[config.mk]
export PLATFORM = sky130hd
export DESIGN_NAME = ex_mem_reg
export DESIGN_NICKNAME = d
export VERILOG_FILES = /design/src/rtl/ex_mem_reg.sv
export SDC_FILE = /design/constraint.sdc
export NUM_CORES = 1
export LEC_CHECK = 0
export ABC_AREA = 1
export CAP_MARGIN = 15
export CORE_ASPECT_RATIO = 1.5
export CORE_MARGIN = 4
export CORE_UTILIZATION = 30
export DETAILED_ROUTE_END_ITERATION = 7
export DONT_BUFFER_PORTS = 1
export HOLD_SLACK_MARGIN = 0.05
export RECOVER_POWER = 50
export SETUP_SLACK_MARGIN = 0.1
export SYNTH_ARGS = -nofsm -noshare
export SYNTH_HDL_FRONTEND = slang
export SYNTH_SLANG_ARGS = --single-unit
[constraint.sdc]
create_clock -name clk -period 4.2 [get_ports clk]
set_clock_uncertainty 0.15 [all_clocks]
set_input_delay 0.84 -clock clk [delete_from_list [all_inputs] [get_ports clk]]
set_output_delay 0.84 -clock clk [all_outputs]
set_load 0.03 [all_outputs]
[src/rtl/ex_mem_reg.sv]
// EX/MEM pipeline register with a single-shot data-cache request FSM.
// Holds the captured entry stable and back-pressures execute while an access is in flight.
module ex_mem_reg #(
  parameter int DW = 16,
  parameter int RW = 3
) (
  input  logic          clk,
  input  logic          rst,
  input  logic          ex_valid,
  input  logic [DW-1:0] ex_alu_res,
  input  logic [DW-1:0] ex_wdata,
  input  logic          ex_memRead,
  input  logic          ex_memWrite,
  input  logic          ex_regWrite,
  input  logic [RW-1:0] ex_wreg,
  input  logic [DW-1:0] ex_pc_2,
  input  logic          flush,
  input  logic          mem_done,
  input  logic          mem_stall,
  output logic          mem_valid,
  output logic [DW-1:0] ALU_res,
  output logic [DW-1:0] read2data,
  output logic          memRead,
  output logic          memWrite,
  output logic          mem_regWrite,
  output logic [RW-1:0] mem_wreg,
  output logic [DW-1:0] mem_pc_2,
  output logic          ex_stall,
  output logic          err,
  output logic [15:0]   stall_cnt
);

  typedef enum logic [1:0] {
    IDLE,
    ISSUE,
    WAIT,
    DONE
  } state_t;

  typedef struct packed {
    logic [DW-1:0] alu;
    logic [DW-1:0] wdata;
    logic          rd;
    logic          wr;
    logic          rw;
    logic [RW-1:0] wreg;
    logic [DW-1:0] pc;
  } ent_t;

  state_t      st_q;
  state_t      st_d;
  ent_t        ent_q;
  logic        vld_q;
  logic        err_q;
  logic [15:0] cnt_q;
  logic        adv;
  logic        cap_v;
  logic        cap_mem;
  logic        issue;

  assign adv     = ((st_q == IDLE) || (st_q == DONE)) && !mem_stall;
  assign cap_v   = ex_valid & ~flush;
  assign cap_mem = cap_v & (ex_memRead | ex_memWrite);
  assign issue   = (st_q == ISSUE);

  always_comb begin
    st_d = st_q;
    unique case (st_q)
      IDLE,
      DONE:    st_d = (adv && cap_mem) ? ISSUE : IDLE;
      ISSUE:   st_d = mem_done ? DONE : WAIT;
      WAIT:    if (mem_done) st_d = DONE;
      default: st_d = IDLE;
    endcase
  end

  always_ff @(posedge clk or negedge rst) begin
    if (!rst) begin
      st_q  <= IDLE;
      ent_q <= '0;
      vld_q <= 1'b0;
      err_q <= 1'b0;
    end else begin
      st_q <= st_d;
      if (adv) begin
        ent_q <= '{
          alu:   ex_alu_res,
          wdata: ex_wdata,
          rd:    ex_memRead,
          wr:    ex_memWrite,
          rw:    ex_regWrite,
          wreg:  ex_wreg,
          pc:    ex_pc_2
        };
        vld_q <= cap_v;
        if (cap_v && ex_memRead && ex_memWrite)
          err_q <= 1'b1;
      end
    end
  end

  always_ff @(posedge clk or negedge rst) begin
    if (!rst)
      cnt_q <= '0;
    else if (ex_stall && (cnt_q != 16'hFFFF))
      cnt_q <= cnt_q + 16'd1;
  end

  // ISSUE is only entered for a valid entry; a store wins over a load.
  assign memWrite     = issue & ent_q.wr;
  assign memRead      = issue & ent_q.rd & ~ent_q.wr;
  assign mem_valid    = vld_q;
  assign mem_regWrite = vld_q & ent_q.rw;
  assign ALU_res      = ent_q.alu;
  assign read2data    = ent_q.wdata;
  assign mem_wreg     = ent_q.wreg;
  assign mem_pc_2     = ent_q.pc;
  assign ex_stall     = ~adv;
  assign err          = err_q;
  assign stall_cnt    = cnt_q;

endmodule

==> metrics.md, run 1 <==
| Metric | Value |
|---|---|
| Final Setup Violations | 0 |
| Largest net degree at the start of global routing | around 70 |
| Global-route usage over all layers | between 10% and 20% |
| Layout cells sized above 1 | 6.92% |
| Antenna violations before repair | 0 |
| Fillers | between 1000 and 1500 |
| Library cells used by synthesis | 22 |
| Setup TNS Final | 0 ns |
| Commonest non-fill, non-tap cell in the layout | nand2_1 |
| Core Region | about 12000 um^2 |
| Global-route wire length before repair | about 13000 um |
| Initial DRT Pass Iterations | 4 |
| Slew @ Worst Pin | roughly 1.7 ns |
| Buf/Inv on CP | 2 |
| Critical path class | register to register |
| Warnings from Yosys | 0 |
| Htree depth | 3 |
| Worst-path clk slew | 0.06 ns |
| TritonCTS clock tree | yes |
| Initial Util | 30.6% |
| Synth Instances | 464 |
| Num Clock Sinks | 74 |
| Final Critical Period | between 2 and 3 ns |
| Sequential area share after synthesis | between 50% and 60% |
| Post-DP Area | around 3400 um^2 |
| Nets | 477 |
| Wire per inst | 14.6 um |
| Max VDD drop | 265 uV |
| RD Place Congestion | between 0.7 and 0.8 |
| Required time of the critical path | approximately 4.2 ns |
| Status | finished with violations |
| Critical Path Sink Type | register |
| Max clock buf depth | 2 |
| Num CTS Buffers | 9 |
| CTS root buf | clkbuf_16 |
| Post-route ant nets | 0 |
| Maxcap violations | 1 |
| DR iter-0 viols | 118 |
| Placement row count | 49 |
| Worst hold path type | register to register |
| CP delay by family, top | simple AND/OR/NAND/NOR gates |
| Vias in the first global route | around 2500 |
| Via count | 2526 |
| RSZ-0062 raised after global routing | false |
| Syn Area/Cell | ~7.9 um^2 |
| Die X | 98.2 um |
| Post-synthesis register bit count | 74 |
| Vias per cell | 4.42 |
| Slowest stage delay, CP | 0.63 ns |
| Full die area | around 14000 um^2 |
| Util after Layout | 31.5% |
| Final hold violation count | 0 |
| DP HPWL | 5890 um |
| Most frequent cells in the layout | nand2_1 (244), dfrtp_1 (74), inv_1 (21) |
| Worst slew margin | -15.1% |
| CP max FO | 25 |
| Dpl ws | ~1.4 ns |
| I/O pin count | ~130 |
| Later-pin clock latency in the skew report | around 0.32 ns |
| DRC | 0 |
| Failing checks | max-capacitance violations, max-slew violations |
| Cell Pwr Density | between 900 and 1000 nW/um^2 |
| Final Cell Area | 3770 um^2 |
| Leakage power | about 0.0019 uW |
| Final WL | 8340 um |
| Area Overhead vs Synth | 2.94% |
| Mapped Area | 3660 um^2 |
| Final Slew Violations | 69 |
| Crit path cell chain | inv_1 > ha_1 > nand2_2 > inv_2 > nor2_2 > o21ai_0 |
| Die Ht | 143 um |
| Max Fclk | 377 MHz |
| Crit path max-delay cell type | nor2_2 |
| Worst EP arrival | 2.68 ns |
| PnR worst setup slack | 1.54 ns |
| # diodes | 0 |
| IO Port Bufs | 0 |
| Final worst path period share | 63.2% |
| GRT overflow | 0 |
| R2r setup slk | 1.54 ns |
| Worst setup SP type | register |
| Net Count, Synth | around 530 |
-- power by group --
part           leakage (uW)  switching, uW  internal, uW  total (uW)
combinational      0.000838            485           224         709
clock              0.000167            287           598         885
sequential         0.000924            804          1010        1810
total               0.00193           1580          1830        3400
-- synth_stat cells --
master	n	share of area, %
nand2_2	2	0.34
ha_1	3	1.0
dfrtp_1	74	51
inv_1	22	2.3
o21ai_2	1	0.24
buf_4	51	10
clkbuf_1	5	0.51
xor2_1	2	0.48
nor2_2	6	1.0
nor2_1	17	1.7
a21oi_1	1	0.14
nand4_1	4	0.68
o221ai_1	1	0.24
nand4_2	1	0.34
buf_2	7	0.96
nand2_1	244	25
o21bai_1	1	0.21
xnor2_1	4	0.96
o21ai_0	7	0.96
nand3_1	8	1.1
inv_2	1	0.10
buf_6	2	0.62
-- final timing paths --
path                                 from       endpoint  depth (start not counted)
worst max-delay path              st_q[0]   stall_cnt[9]                          6
min in group asynchronous             rst  stall_cnt[15]                          1
worst min register to register  ent_q[19]      ent_q[19]                          2
max in group asynchronous             rst    mem_pc_2[3]                          1
worst max register to register    st_q[0]   stall_cnt[9]                          6
worst min-delay path            ent_q[19]      ent_q[19]                          2
-- per-stage QoR --
step | hold WS (ns) | power [uW] | instances
floorplan | 0.299 | 2680 | 464
global placement | 0.320 | 2500 | 554
detailed placement | 0.332 | 2540 | 554
CTS | 0.252 | 3460 | 572
global route | 0.368 | 3640 | 572
finish | 0.351 | 3400 | 572
-- worst reg2reg max path, cell delays in order, from the launching register on --
cell and delay, ns:
dfrtp_1 0.35, inv_1 0.06, ha_1 0.32, nand2_2 0.45, inv_2 0.36, nor2_2 0.64, o21ai_0 0.18
-- sequential cells by signal (all words and copies together), names as in the netlist --
register,count
ALU_res,16
mem_pc_2,16
read2data,16
stall_cnt,16
ent_q,3
mem_wreg,3
st_q,2
err,1
mem_valid,1
-- kinds of logic after synthesis --
family	after synthesis	share of synthesized area [%]
AOI/OAI and AO/OA	11	1.78
buffers and inverters	88	14.9
DFF	74	50.6
adders and majority gates	3	1.03
xor gates and xnor gates	6	1.44
and+or+nand+nor	282	30.3
-- routing by layer --
layer,GRT usage (%),up-vias,routed length (um)
li1,-,1255,-
met1,12.9,1174,3040
met2,21.6,84,4510
met3,4.35,13,618
met4,5.18,0,173
met5,0,-,0
-- area by class of cell --
type                       instances  area [um^2]  area share (%)
clock buffer                      12          246            6.54
inverter                          23         86.3            2.29
clock inverter                     4         98.8            2.62
timing repair buffer               4         30.0           0.797
sequential                        74         1850            49.2
multi-input combinational        302         1260            33.5
tap                              153          191            5.08
-- repair_timing --
item                       4_1_cts  5_1_grt
gates resized for setup          0        0
setup buffers                    0        0
hold buffers                     2        0
hold endpoints to repair        68        0
setup endpoints to repair        0        0
(Power assumes the default switching activity.)
==> run 2, diff against run 1 <==
==> constraint.sdc (replaced) <==
create_clock -name clk -period 2.5 [get_ports clk]
set_clock_uncertainty 0.15 [all_clocks]
set_input_delay 0.5 -clock clk [delete_from_list [all_inputs] [get_ports clk]]
set_output_delay 0.5 -clock clk [all_outputs]
set_load 0.03 [all_outputs]
==> run 2 against run 1 <==
Net effect:
- critical endpoint is now ex_stall
- clock power up 44%
- combinational power grew 81%
- worst hold slack got worse by 0.22 ns
- global-route usage down 0.22 points
- sequential power rose by 65%
- routed wire length is 2.5% lower
- die area unchanged
- register-to-register slack lost 1.0 ns
- utilization shrank 0.17 points
- the flow now finishes without violations
- count of clock-buffer cells in the layout decreased by 1
==> metrics.md, run 2 (synthesis results as in run 1) <==
| Metric | Value |
|---|---|
| Area Overhead vs Synth | 2.39% |
| Final WL | 8130 um |
| Leakage power | 0.00193 uW |
| Psw | between 2000 and 3000 uW |
| Vias in the first global route | approximately 2600 |
| Worst EP arrival | 1.54 ns |
| Fillers | 1265 |
| Post-route ant nets | 0 |
| Critical path class | register to primary output |
| Num CTS Buffers | 9 |
| Worst slew margin | 31.8% |
| Critical Path Sink Type | primary output |
| Max clock buf depth | 2 |
| Max VDD drop | around 460 uV |
| Later-pin clock latency in the skew report | approximately 0.33 ns |
| Nets | around 480 |
| Clock network power share | between 20% and 30% |
| Max Fclk | 457 MHz |
| Status | complete, no violations |
| Number of setup buffers added after CTS | 0 |
| Global-route wire length before repair | 13200 um |
| DRC | 0 |
| Worst-path clk slew | 0.06 ns |
| Slew @ Worst Pin | 1.02 ns |
| Crit path from | st_q[0] |
| Worst setup path end | ex_stall |
| Vias per cell | 4.42 |
| DR iter-0 viols | 85 |
| Required time of the critical path | roughly 1.9 ns |
| FF-to-FF Start | st_q[0] |
| CTS root buf | clkbuf_16 |
| Initial Util | 30.6% |
| Final Setup Violations | 0 |
| # diodes | 0 |
| Largest net degree at the start of global routing | 75 |
| FF-to-FF End | mem_pc_2[14] |
| I/O pin count | 133 |
| Full die area | 14100 um^2 |
| Sw Share | 47.2% |
| Global-route usage over all layers | a little under an eighth |
| Setup TNS Final | 0 ns |
| Area of the multi-input gates | 1260 um^2 |
| Die X | 98.2 um |
| TritonCTS clock tree | yes |
| R2r setup slk | 0.50 ns |
| Layout cells sized above 1 | 7.84% |
| Final Critical Period | 2.19 ns |
| RD Place Congestion | about 0.84 |
| Pint | 2920 uW |
| Maxcap violations | 0 |
| Final worst path period share | between 80% and 90% |
| Wire per inst | 14.2 um |
| Core Region | 12000 um^2 |
| Final hold violation count | 0 |
| Most frequent cells in the layout | nand2_1 (244), dfrtp_1 (74), inv_1 (21) |
| Placement row count | 49 |
| # resized after CTS | 0 |
| Comb pwr share | between 20% and 30% |
| Register area | 1850 um^2 |
| Commonest non-fill, non-tap cell in the layout | nand2_1 |
| GRT overflow | 0 |
| Final Slew Violations | 0 |
| Num Clock Sinks | 74 |
| Htree depth | 3 |
| Via count | 2539 |
| IO Port Bufs | 0 |
| Antenna violations before repair | 0 |
| DP HPWL | slightly below 6000 um |
| CTS hold repair buffers | 2 |
| Worst hold path type | primary input to register |
| R2R depth | 7 |
| RSZ-0062 raised after global routing | false |
| Total chip power | 5530 uW |
| Die Ht | 143 um |
| Cell Pwr Density | 1480 nW/um^2 |
| CP max FO | 29 |
| Sequential Power Share | 53.9% |
| Worst setup SP type | register |
| Initial DRT Pass Iterations | 4 |
run 2: how the worst min path moves through the flow:
| stage | startpoint | end | slack (ns) | cells past startpoint |
|---|---|---|---|---|
| global placement | rst | mem_pc_2[15] | 0.06 | 0 |
| finish | ex_alu_res[7] | ALU_res[7] | 0.13 | 2 |
| global route | ex_wdata[10] | read2data[10] | 0.11 | 2 |
| floorplan | rst | ALU_res[0] | 0.05 | 0 |
| CTS | ex_pc_2[1] | mem_pc_2[1] | 0.11 | 2 |
| detailed placement | rst | mem_pc_2[15] | 0.06 | 0 |
run 2: cell type report:
cell class / instances / area share, %
well taps: 153 / 5.11
repair buffers: 8 / 1.67
multi-input cells: 302 / 33.7
clock buffers: 11 / 6.74
flip-flops and latches: 74 / 49.4
inverters: 23 / 2.30
clock inverters: 3 / 1.07
run 2: power by group through the flow:
stage                     logic (uW)  clock network, uW  registers (uW)
after floorplan                 2420                  0            2070
after detailed placement        1290                  0            3010
after global placement          1230                  0            3010
after global routing            1530               1390            3040
after CTS                       1320               1330            3000
final                           1280               1270            2980
run 2: critical path, cell delays in order, from the launching register on:
cell	delay, ns
dfrtp_1	0.36
inv_1	0.07
ha_1	0.32
nand2_2	0.10
buf_4	0.37
run 2: per-layer routing:
| layer | up-vias | wire length (um) | track usage (%) |
|---|---|---|---|
| met5 | - | 0 | 0 |
| met2 | 93 | 4180 | 20.2 |
| met1 | 1175 | 3060 | 13.0 |
| met4 | 0 | 197 | 5.32 |
| met3 | 14 | 696 | 4.84 |
| li1 | 1257 | - | - |
run 2: per-stage QoR:
stage          instances  hold WS, ns  instance area (um^2)  utilization (%)  setup slack (ns)
2_1_floorplan        464       0.0544                  3660                -             0.574
3_3_place_gp         558       0.0568                  3440             28.7             0.586
3_5_place_dp         558       0.0574                  3440             28.7             0.494
4_1_cts              574        0.113                  3770             31.5             0.286
5_1_grt              574        0.112                  3750             31.3             0.219
6_report             574        0.133                  3750             31.3             0.310
